[src/rtl/percept_pkg.sv]
// Shared frame definitions for the perceptron link (transmitter and interface side).
package percept_pkg;

   localparam int   PERCEPT_ADDR_W    = 8;
   localparam logic PERCEPT_START_BIT = 1'b0;
   localparam logic PERCEPT_STOP_BIT  = 1'b1;

   typedef enum logic [2:0] {
      ST_IDLE,
      ST_START,
      ST_ADDR,
      ST_DATA,
      ST_PARITY,
      ST_STOP
   } percept_state_e;

endpackage

[src/rtl/percept_bit_timer.sv]
// Bit-period timer: pulses tick on the last cycle of each CLKS_PER_BIT period.
module percept_bit_timer #(
   parameter int CLKS_PER_BIT = 1
) (
   input  logic clk,
   input  logic rst,
   input  logic en,
   input  logic restart,
   output logic tick
);

   localparam int TW = (CLKS_PER_BIT > 1) ? $clog2(CLKS_PER_BIT) : 1;
   localparam logic [TW-1:0] LAST = TW'(CLKS_PER_BIT - 1);

   logic [TW-1:0] cnt;

   // restart re-aligns the period to the accept edge, so no stale tick leaks in
   assign tick = en && !restart && (cnt == '0);

   // down-counter, reloads at the end of each bit period
   always_ff @(posedge clk) begin
      if (rst || restart) begin
         cnt <= LAST;
      end else if (en) begin
         cnt <= (cnt == '0) ? LAST : cnt - TW'(1);
      end
   end

endmodule

[src/rtl/percept_tx.sv]
// Serial frame transmitter: start, address MSB-first, payload MSB-first,
// optional even parity (build with PERCEPT_TX_PARITY_EN), stop. Idle-high line.
module percept_tx
   import percept_pkg::*;
#(
   parameter int DATA_W       = 8,
   parameter int CLKS_PER_BIT = 1
) (
   input  logic              clk,
   input  logic              rst,
   input  logic              send,
   input  logic [7:0]        address,
   input  logic [DATA_W-1:0] data,
   output logic              ready,
   output logic              done,
   output logic              serial_out
);

   localparam int SH_W   = PERCEPT_ADDR_W + DATA_W;
   localparam int CW_RAW = $clog2(DATA_W + 1);
   localparam int CW     = (CW_RAW < 4) ? 4 : CW_RAW;
   localparam logic [CW-1:0] ADDR_LAST = CW'(PERCEPT_ADDR_W - 1);
   localparam logic [CW-1:0] DATA_LAST = CW'(DATA_W - 1);

   percept_state_e  state, state_n;
   logic [SH_W-1:0] sh, sh_n;
   logic [CW-1:0]   bcnt, bcnt_n;
   logic            ser_n, done_n, ready_n;
   logic            accept;
   logic            tick;
`ifdef PERCEPT_TX_PARITY_EN
   logic            par, par_n;
`endif

   percept_bit_timer #(
      .CLKS_PER_BIT(CLKS_PER_BIT)
   ) u_timer (
      .clk     (clk),
      .rst     (rst),
      .en      (state != ST_IDLE),
      .restart (accept),
      .tick    (tick)
   );

   // next-state / next-line-value: the line is computed one step ahead and registered
   always_comb begin
      state_n = state;
      sh_n    = sh;
      bcnt_n  = bcnt;
      ser_n   = serial_out;
      done_n  = 1'b0;
      accept  = 1'b0;
`ifdef PERCEPT_TX_PARITY_EN
      par_n   = par;
`endif
      case (state)
         ST_IDLE: begin
            ser_n = PERCEPT_STOP_BIT;
            if (send) begin
               accept  = 1'b1;
               state_n = ST_START;
               sh_n    = {address, data};
               ser_n   = PERCEPT_START_BIT;
`ifdef PERCEPT_TX_PARITY_EN
               par_n   = ^{address, data};
`endif
            end
         end
         ST_START: begin
            if (tick) begin
               state_n = ST_ADDR;
               bcnt_n  = ADDR_LAST;
               ser_n   = sh[SH_W-1];
               sh_n    = sh << 1;
            end
         end
         ST_ADDR: begin
            // the bit leaving on this tick is the next one in the shifter,
            // whether it is the next address bit or the first payload bit
            if (tick) begin
               ser_n = sh[SH_W-1];
               sh_n  = sh << 1;
               if (bcnt == '0) begin
                  state_n = ST_DATA;
                  bcnt_n  = DATA_LAST;
               end else begin
                  bcnt_n  = bcnt - CW'(1);
               end
            end
         end
         ST_DATA: begin
            if (tick) begin
               if (bcnt == '0) begin
`ifdef PERCEPT_TX_PARITY_EN
                  state_n = ST_PARITY;
                  ser_n   = par;
`else
                  state_n = ST_STOP;
                  ser_n   = PERCEPT_STOP_BIT;
`endif
               end else begin
                  ser_n  = sh[SH_W-1];
                  sh_n   = sh << 1;
                  bcnt_n = bcnt - CW'(1);
               end
            end
         end
`ifdef PERCEPT_TX_PARITY_EN
         ST_PARITY: begin
            if (tick) begin
               state_n = ST_STOP;
               ser_n   = PERCEPT_STOP_BIT;
            end
         end
`endif
         ST_STOP: begin
            if (tick) begin
               state_n = ST_IDLE;
               ser_n   = PERCEPT_STOP_BIT;
               done_n  = 1'b1;
            end
         end
         default: begin
            state_n = ST_IDLE;
            ser_n   = PERCEPT_STOP_BIT;
         end
      endcase
      ready_n = (state_n == ST_IDLE);
   end

   // state and registered outputs; reset abandons any frame in flight
   always_ff @(posedge clk) begin
      if (rst) begin
         state      <= ST_IDLE;
         sh         <= '0;
         bcnt       <= '0;
         serial_out <= PERCEPT_STOP_BIT;
         ready      <= 1'b1;
         done       <= 1'b0;
`ifdef PERCEPT_TX_PARITY_EN
         par        <= 1'b0;
`endif
      end else begin
         state      <= state_n;
         sh         <= sh_n;
         bcnt       <= bcnt_n;
         serial_out <= ser_n;
         ready      <= ready_n;
         done       <= done_n;
`ifdef PERCEPT_TX_PARITY_EN
         par        <= par_n;
`endif
      end
   end

endmodule

[config.mk]
export PLATFORM = sky130hd
export DESIGN_NAME = percept_tx
export DESIGN_NICKNAME = d
export VERILOG_FILES = /design/src/rtl/percept_pkg.sv /design/src/rtl/percept_bit_timer.sv /design/src/rtl/percept_tx.sv
export SDC_FILE = /design/constraint.sdc
export NUM_CORES = 1
export LEC_CHECK = 0
export CORE_MARGIN = 5
export CORE_UTILIZATION = 40
export CTS_CLUSTER_DIAMETER = 200
export DETAILED_ROUTE_END_ITERATION = 10
export SYNTH_ARGS = -nofsm -noshare
export SYNTH_HDL_FRONTEND = slang
export SYNTH_SLANG_ARGS = --single-unit
export TNS_END_PERCENT = 100
[constraint.sdc]
create_clock -name clk -period 1.85 [get_ports clk]
set_input_delay 0.37 -clock clk [delete_from_list [all_inputs] [get_ports clk]]
set_output_delay 0.37 -clock clk [all_outputs]
set_load 0.03 [all_outputs]
==> summary.txt, run 1 <==
Net count after synthesis: 143
Post-Syn Area: 0.00125 mm²
DR pass1 iterations: 4
Worst path arrival time: 1.34 ns
Slew Viols, Final: 0
Placed inst area: 0.00156 mm²
Vias per cell: 5.07
DRC: 0
Clock sinks: 26
Share of cells above drive strength 1: 23.1%
Clock buffer count from CTS: 3
Maxcap violations: 0
HPWL Detailed: 1790 µm
Final setup violation count: 0
Min setup slack post-route: 0.135 ns
Starting Density: 41.4%
Period minus WS final: 1.71 ns
Post-DRT Antenna Nets: 0
Post-Syn Instances: 123
Fmax: 583 MHz
Post-synthesis sequential area ratio: 41.6%
Delay-heaviest family, CP: buffers and inverters
Power per cell area: 1010 mW/mm²
Core area: 0.00303 mm²
Synth Register Bits: 26
Commonest non-fill, non-tap cell in the layout: dfxtp_1
H-tree levels: 1
Crit Path Class: reg -> out
Antenna violations before repair: 0
Synth-to-Final Area Change: 30.1%
Slowest CP cell: clkdlybuf4s50_1
Final Skew: 0.00680 ns
Slowest stage delay, CP: 0.67 ns
Final hold violations: 0
Tcrit/Tclk final: 92.7%
Die Wd: 66.0 µm
Clk buf depth: 2
Setup tns final: 0 ns
Critical path endpoint category: primary output
Crit start category: register
Synth Warn #: 0
Hold WC Path Type: reg -> reg
Post-Layout Inst Area: 0.00163 mm²
Post-place setup slack: 0.0278 ns
Crit path required time: 1.48 ns
Number of port buffers: 21
Utilization after layout: 53.8%
RSZ-0062 raised after global routing: no
Routed length per instance: 13.4 µm
Most frequent cells in the layout: 26 x dfxtp_1, 21 x clkdlybuf4s50_1, 17 x nor2_1, 16 x mux2i_1, 15 x a211oi_2
Die ar.: 0.00435 mm²
Wirelength, routed: 2550 µm
Vias: 968
I/O Pins: 22
Clock transition at path regs: 0.15 ns
VDD IR-drop max: 0.398 mV
Clock root buffer: clkbuf_4
Crit-path cells: clkdlybuf4s50_1
NumNets Final: 168
Post-Place Cells: 185
Worst relative slew slack: 53.1%
First-pass GRT wire length: 4130 µm
Gr ovfl total: 0
CTS tree: done
Crit Path Max Fanout: 1
Routability Congestion: 0.809
Placement Rows: 20
Clk_lat worst skew: 0.33 ns
Worst path bufs/invs: 1
Leakage Power: 0.648 nW
Syn Area/Cell: 10.2 µm²
Die height: 66.0 µm
Total GRT Usage: 12.1%
Largest net degree at the start of global routing: 33
Fillers: 280
Outcome: complete, no violations
1st-iter DRT viols: 21
Distinct cell type count after synthesis: 28
ANT cells: 0
Finished Layout Cells: 191
Vias in the first global route: 955
Tightest Pin Transition: 0.704 ns
-- worst min-delay path: stages, from the launching register on --
cell and delay [ns]:
dfxtp_1 0.34, nand2b_1 0.06, a21oi_1 0.05
-- timing repair --
item / CTS / global route
gates resized for setup: 0 / 1
hold buffers: 0 / 0
setup endpoints to repair: 0 / 15
setup buffers: 0 / 1
-- cells in the mapped netlist, drive strengths merged --
cell type / instances / area, µm²
inv: 3 / 11.3
or3: 1 / 6.26
o21ai: 3 / 15.0
a21oi: 6 / 33.8
nor4bb: 1 / 25.0
dfxtp: 26 / 521
nor2b: 1 / 6.26
nor4b: 2 / 17.5
a211oi: 17 / 208
a2111oi: 1 / 8.76
nor3: 3 / 15.0
buf: 6 / 37.5
nor4: 1 / 6.26
nor3b: 2 / 15.0
a211o: 1 / 8.76
nand2: 4 / 15.0
o21bai: 2 / 15.0
nand2b: 1 / 6.26
clkbuf: 5 / 18.8
mux2: 1 / 11.3
ha: 1 / 12.5
nor2: 17 / 63.8
a31oi: 1 / 6.26
mux2i: 16 / 160
xnor2: 1 / 8.76
-- report_power, final --
group	switching, W	internal (W)
clock network	0.000178	0.000120
registers	0.0000650	0.000657
logic	0.000300	0.000329
-- logic make-up after synthesis --
family / after synthesis / synth area share, %
adder cells (fa/ha/maj): 1 / 0.999
multiplexers: 17 / 13.7
flip-flops: 26 / 41.6
XOR/XNOR: 1 / 0.699
AND/OR/NAND/NOR: 33 / 14.1
buffers and inverters: 14 / 5.39
AO/OA/AOI/OAI: 31 / 23.6
-- sequential cells by signal, summed over array words and instances, names as in the netlist --
register and cells:
ready 1, done 1, sh 16, state 3, serial_out 1, bcnt 4
-- routing by layer --
metal	wire length, µm	part of all wire [%]	global-route usage (%)	vias up
li1	-	-	-	490
met1	1140	45	14.7	463
met2	1330	52	20.8	13
met3	69	2.7	2.55	2
met4	18	0.71	4.82	0
met5	0	0	0	-
-- stage by stage --
step                total power (W)  hold slack (ns)
CTS                         0.00164            0.490
global route                0.00176            0.507
detailed placement          0.00134            0.470
floorplan                   0.00117            0.445
global placement            0.00132            0.467
finish                      0.00165            0.483
-- worst paths after layout --
kind | slack, ns | startpoint | to | cells after the start
setup / recovery | 0.14 | serial_out | serial_out | 1
hold / removal | 0.48 | sh[0] | sh[0] | 2
setup reg to reg | 0.15 | bcnt[0] | sh[0] | 7
hold reg to reg | 0.48 | sh[0] | sh[0] | 2
-- cell type report --
type	count	area, µm²	area share (%)
multi-input combinational	83	678	41.6
sequential	26	520	32.0
timing repair buffer	31	328	20.1
tap	44	55.1	3.38
clock buffer	4	36.3	2.23
inverter	3	11.3	0.691
Note: power is estimated with default switching activity, not from simulation.
==> inputs of run 2 (changes only) <==
- CORE_UTILIZATION: 40 -> 52
- PLACE_DENSITY: unset -> 0.78
- SYNTH_HIERARCHICAL: unset -> 1
==> summary.txt, run 2 <==
Outcome: complete, no violations
Final Skew: 0.0105 ns
Net count after synthesis: 162
Synth Warn #: 6
Hold WC Path Type: reg -> reg
Tightest Pin Transition: 0.327 ns
Met3 global-route usage: 3.35%
Vias: 1165
Power per cell area: 848 mW/mm²
Slew Viols, Final: 0
Met2 usage: 36.3%
Final hold violations: 0
Post-synth top cells: 26 x dfxtp_1, 23 x nor2_1, 16 x mux2i_1
Worst reg2reg startpoint: state[2]
Top-area cell type share of the netlist area: 37.6%
Worst R2R Path Depth: 10
Clock transition at path regs: 0.15 ns
Clock buffer count from CTS: 3
Registers with the most flip-flops: sh (16), bcnt (4), state (3)
Worst path arrival time: 2.09 ns
Post-Syn Instances: 142
CTS tree: done
Largest net degree at the start of global routing: 28
Number of port buffers: 21
Flip-flop cell with the highest count after synthesis: dfxtp_1
DR pass1 iterations: 4
Total stage count of the critical path: 10
NumNets Final: 196
Leakage Power: 0.757 nW
Most frequent cells in the layout: 22 x dfxtp_1, 21 x clkdlybuf4s50_1, 18 x nor2_1, 15 x mux2i_1
Hold Path Cell Cnt: 2
Worst relative slew slack: 78.2%
Crit Path Class: reg -> reg
Clock sinks: 26
Commonest non-fill, non-tap cell in the layout: dfxtp_1
Crit. Startpoint: state[2]
Wirelength, routed: 3470 µm
ANT cells: 0
Synth area leaders: dfxtp_1 38%, a211oi_2 13%, mux2i_1 12%, nor2_1 6.2%, buf_6 2.4%
Synth Register Bits: 26
Antenna violations before repair: 0
Slowest stage delay, CP: 0.35 ns
Most common cell in the synthesized netlist: dfxtp_1
Crit Path Max Fanout: 12
Period minus WS final: 1.82 ns
Maxcap violations: 0
Post-place setup slack: -0.283 ns
Setup tns final: 0 ns
Internal reg-to-reg setup slack: 0.03 ns
Clk buf depth: 2
Final setup violation count: 0
Gr ovfl total: 0
Top Usage Layer GRT: met2
H-tree levels: 1
RSZ-0062 raised after global routing: yes
Post-synthesis sequential area ratio: 37.6%
DRC: 0
Routed length per instance: 16.9 µm
Core area: 0.00252 mm²
Fmax: 549 MHz
Die height: 61.6 µm
First-pass GRT wire length: 5450 µm
Hold buffers post-CTS: 0
Clk_lat worst skew: 0.34 ns
Die Wd: 61.6 µm
Min setup slack post-route: 0.0277 ns
Share of cells above drive strength 1: 34.9%
Crit-path cells: or2_4, nor2_4, nand2_2, inv_2, nor2b_4, buf_6, mux2i_4, o32ai_4, buf_12, a211oi_4
Post-DRT Antenna Nets: 0
Distinct cell type count after synthesis: 33
Crit path required time: 2.11 ns
Worst path bufs/invs: 3
Worst Setup EP: sh[14]
Biggest register: sh
Crit start category: register
Syn Area/Cell: 9.75 µm²
Synth area leader: dfxtp_1
Vias in the first global route: 1196
Tcrit/Tclk final: 98.5%
I/O Pins: 22
Vias per cell: 5.68
Critical path endpoint category: register
Clock root buffer: clkbuf_4
Async SR Flop Fraction: 0%
Delay-heaviest family, CP: simple AND/OR/NAND/NOR gates
EDFF count, synth: 0
VDD IR-drop max: 0.582 mV
Total GRT Usage: 19.9%
Fillers: 182
Utilization after layout: 73.5%
Slowest CP cell: dfxtp_2
Routability Congestion: 0.865
Synth-to-Final Area Change: 33.9%
GR Layer Usage met1: 21.4%
HPWL Detailed: 2060 µm
R2R Path End: sh[14]
Placement Rows: 18
1st-iter DRT viols: 57
Die ar.: 0.00379 mm²
Post-Syn Area: 0.00138 mm²
Starting Density: 54.9%
Max reg flops: 16
run 2: cell count changes in the layout (fill, tap and decap cells not counted), moves of 2 or more:
cell / before / now
buf_4: 7 / 14
dfxtp_1: 26 / 22
dfxtp_2: 0 / 4
nor2_2: 0 / 4
buf_6: 0 / 3
inv_1: 3 / 6
nand2b_1: 1 / 4
nand3_1: 0 / 3
o21ai_0: 3 / 6
nand2_1: 4 / 2
nand2_2: 0 / 2
nor3b_1: 2 / 0
run 2: worst reg2reg max path: stages (launching register included):
cell and delay (ns):
dfxtp_2 0.35, or2_4 0.26, nor2_4 0.10, nand2_2 0.08, inv_2 0.08, nor2b_4 0.05
buf_6 0.12, mux2i_4 0.16, o32ai_4 0.13, buf_12 0.17, a211oi_4 0.26
run 2: through the flow:
step | hold WS (ns) | instances | cell area, µm² | total power (W)
floorplan | 0.445 | 142 | 1390 | 0.000980
global placement | 0.453 | 197 | 1690 | 0.00108
detailed placement | 0.480 | 197 | 1690 | 0.00110
CTS | 0.489 | 205 | 1850 | 0.00156
global route | 0.517 | 205 | 1850 | 0.00164
finish | 0.505 | 205 | 1850 | 0.00157
run 2: area by class of cell:
type                    instances  area (µm²)  area share (%)
inverters                       7        26.3            1.42
repair buffers                 40         389            21.0
clock inverters                 1        30.0            1.62
well taps                      30        37.5            2.03
clock buffers                   3        22.5            1.22
flip-flops and latches         26         526            28.4
multi-input cells              98         822            44.4
run 2: cell families after synthesis:
| kind of cell | count (synthesis) | synth area share (%) |
|---|---|---|
| flops | 26 | 37.6 |
| fa+ha+maj | 1 | 0.904 |
| simple gates | 45 | 16.8 |
| mux | 16 | 11.6 |
| buf+inv | 18 | 7.59 |
| compound gates | 36 | 25.5 |
run 2: worst min-delay path by stage:
| stage | startpoint | end | slack (ns) |
|---|---|---|---|
| floorplan | sh[0] | sh[0] | 0.45 |
| global placement | sh[0] | sh[0] | 0.45 |
| detailed placement | sh[0] | sh[0] | 0.48 |
| CTS | bcnt[0] | bcnt[0] | 0.49 |
| global route | sh[0] | sh[0] | 0.52 |
| finish | sh[0] | sh[0] | 0.51 |
run 2: repair_timing:
action,4_1_cts,5_1_grt
pin swaps,5,11
gates resized for setup,14,10
setup endpoints to repair,18,18
setup buffers,3,2
hold endpoints to repair,0,0
cloned,1,0
run 2: report_power, final:
part	internal (W)	switching, W	leakage, nW	total [W]
Clock	0.000219	0.000184	0.0279	0.000403
Sequential	0.000621	0.0000372	0.216	0.000658
Combinational	0.000251	0.000259	0.513	0.000510
run 2: per-layer routing:
metal	vias to the layer above	part of all wire, %	wire (µm)
met2	37	51	1760
met4	0	3.7	128
li1	567	-	-
met1	548	41	1410
met3	13	4.8	167
met5	-	0	0
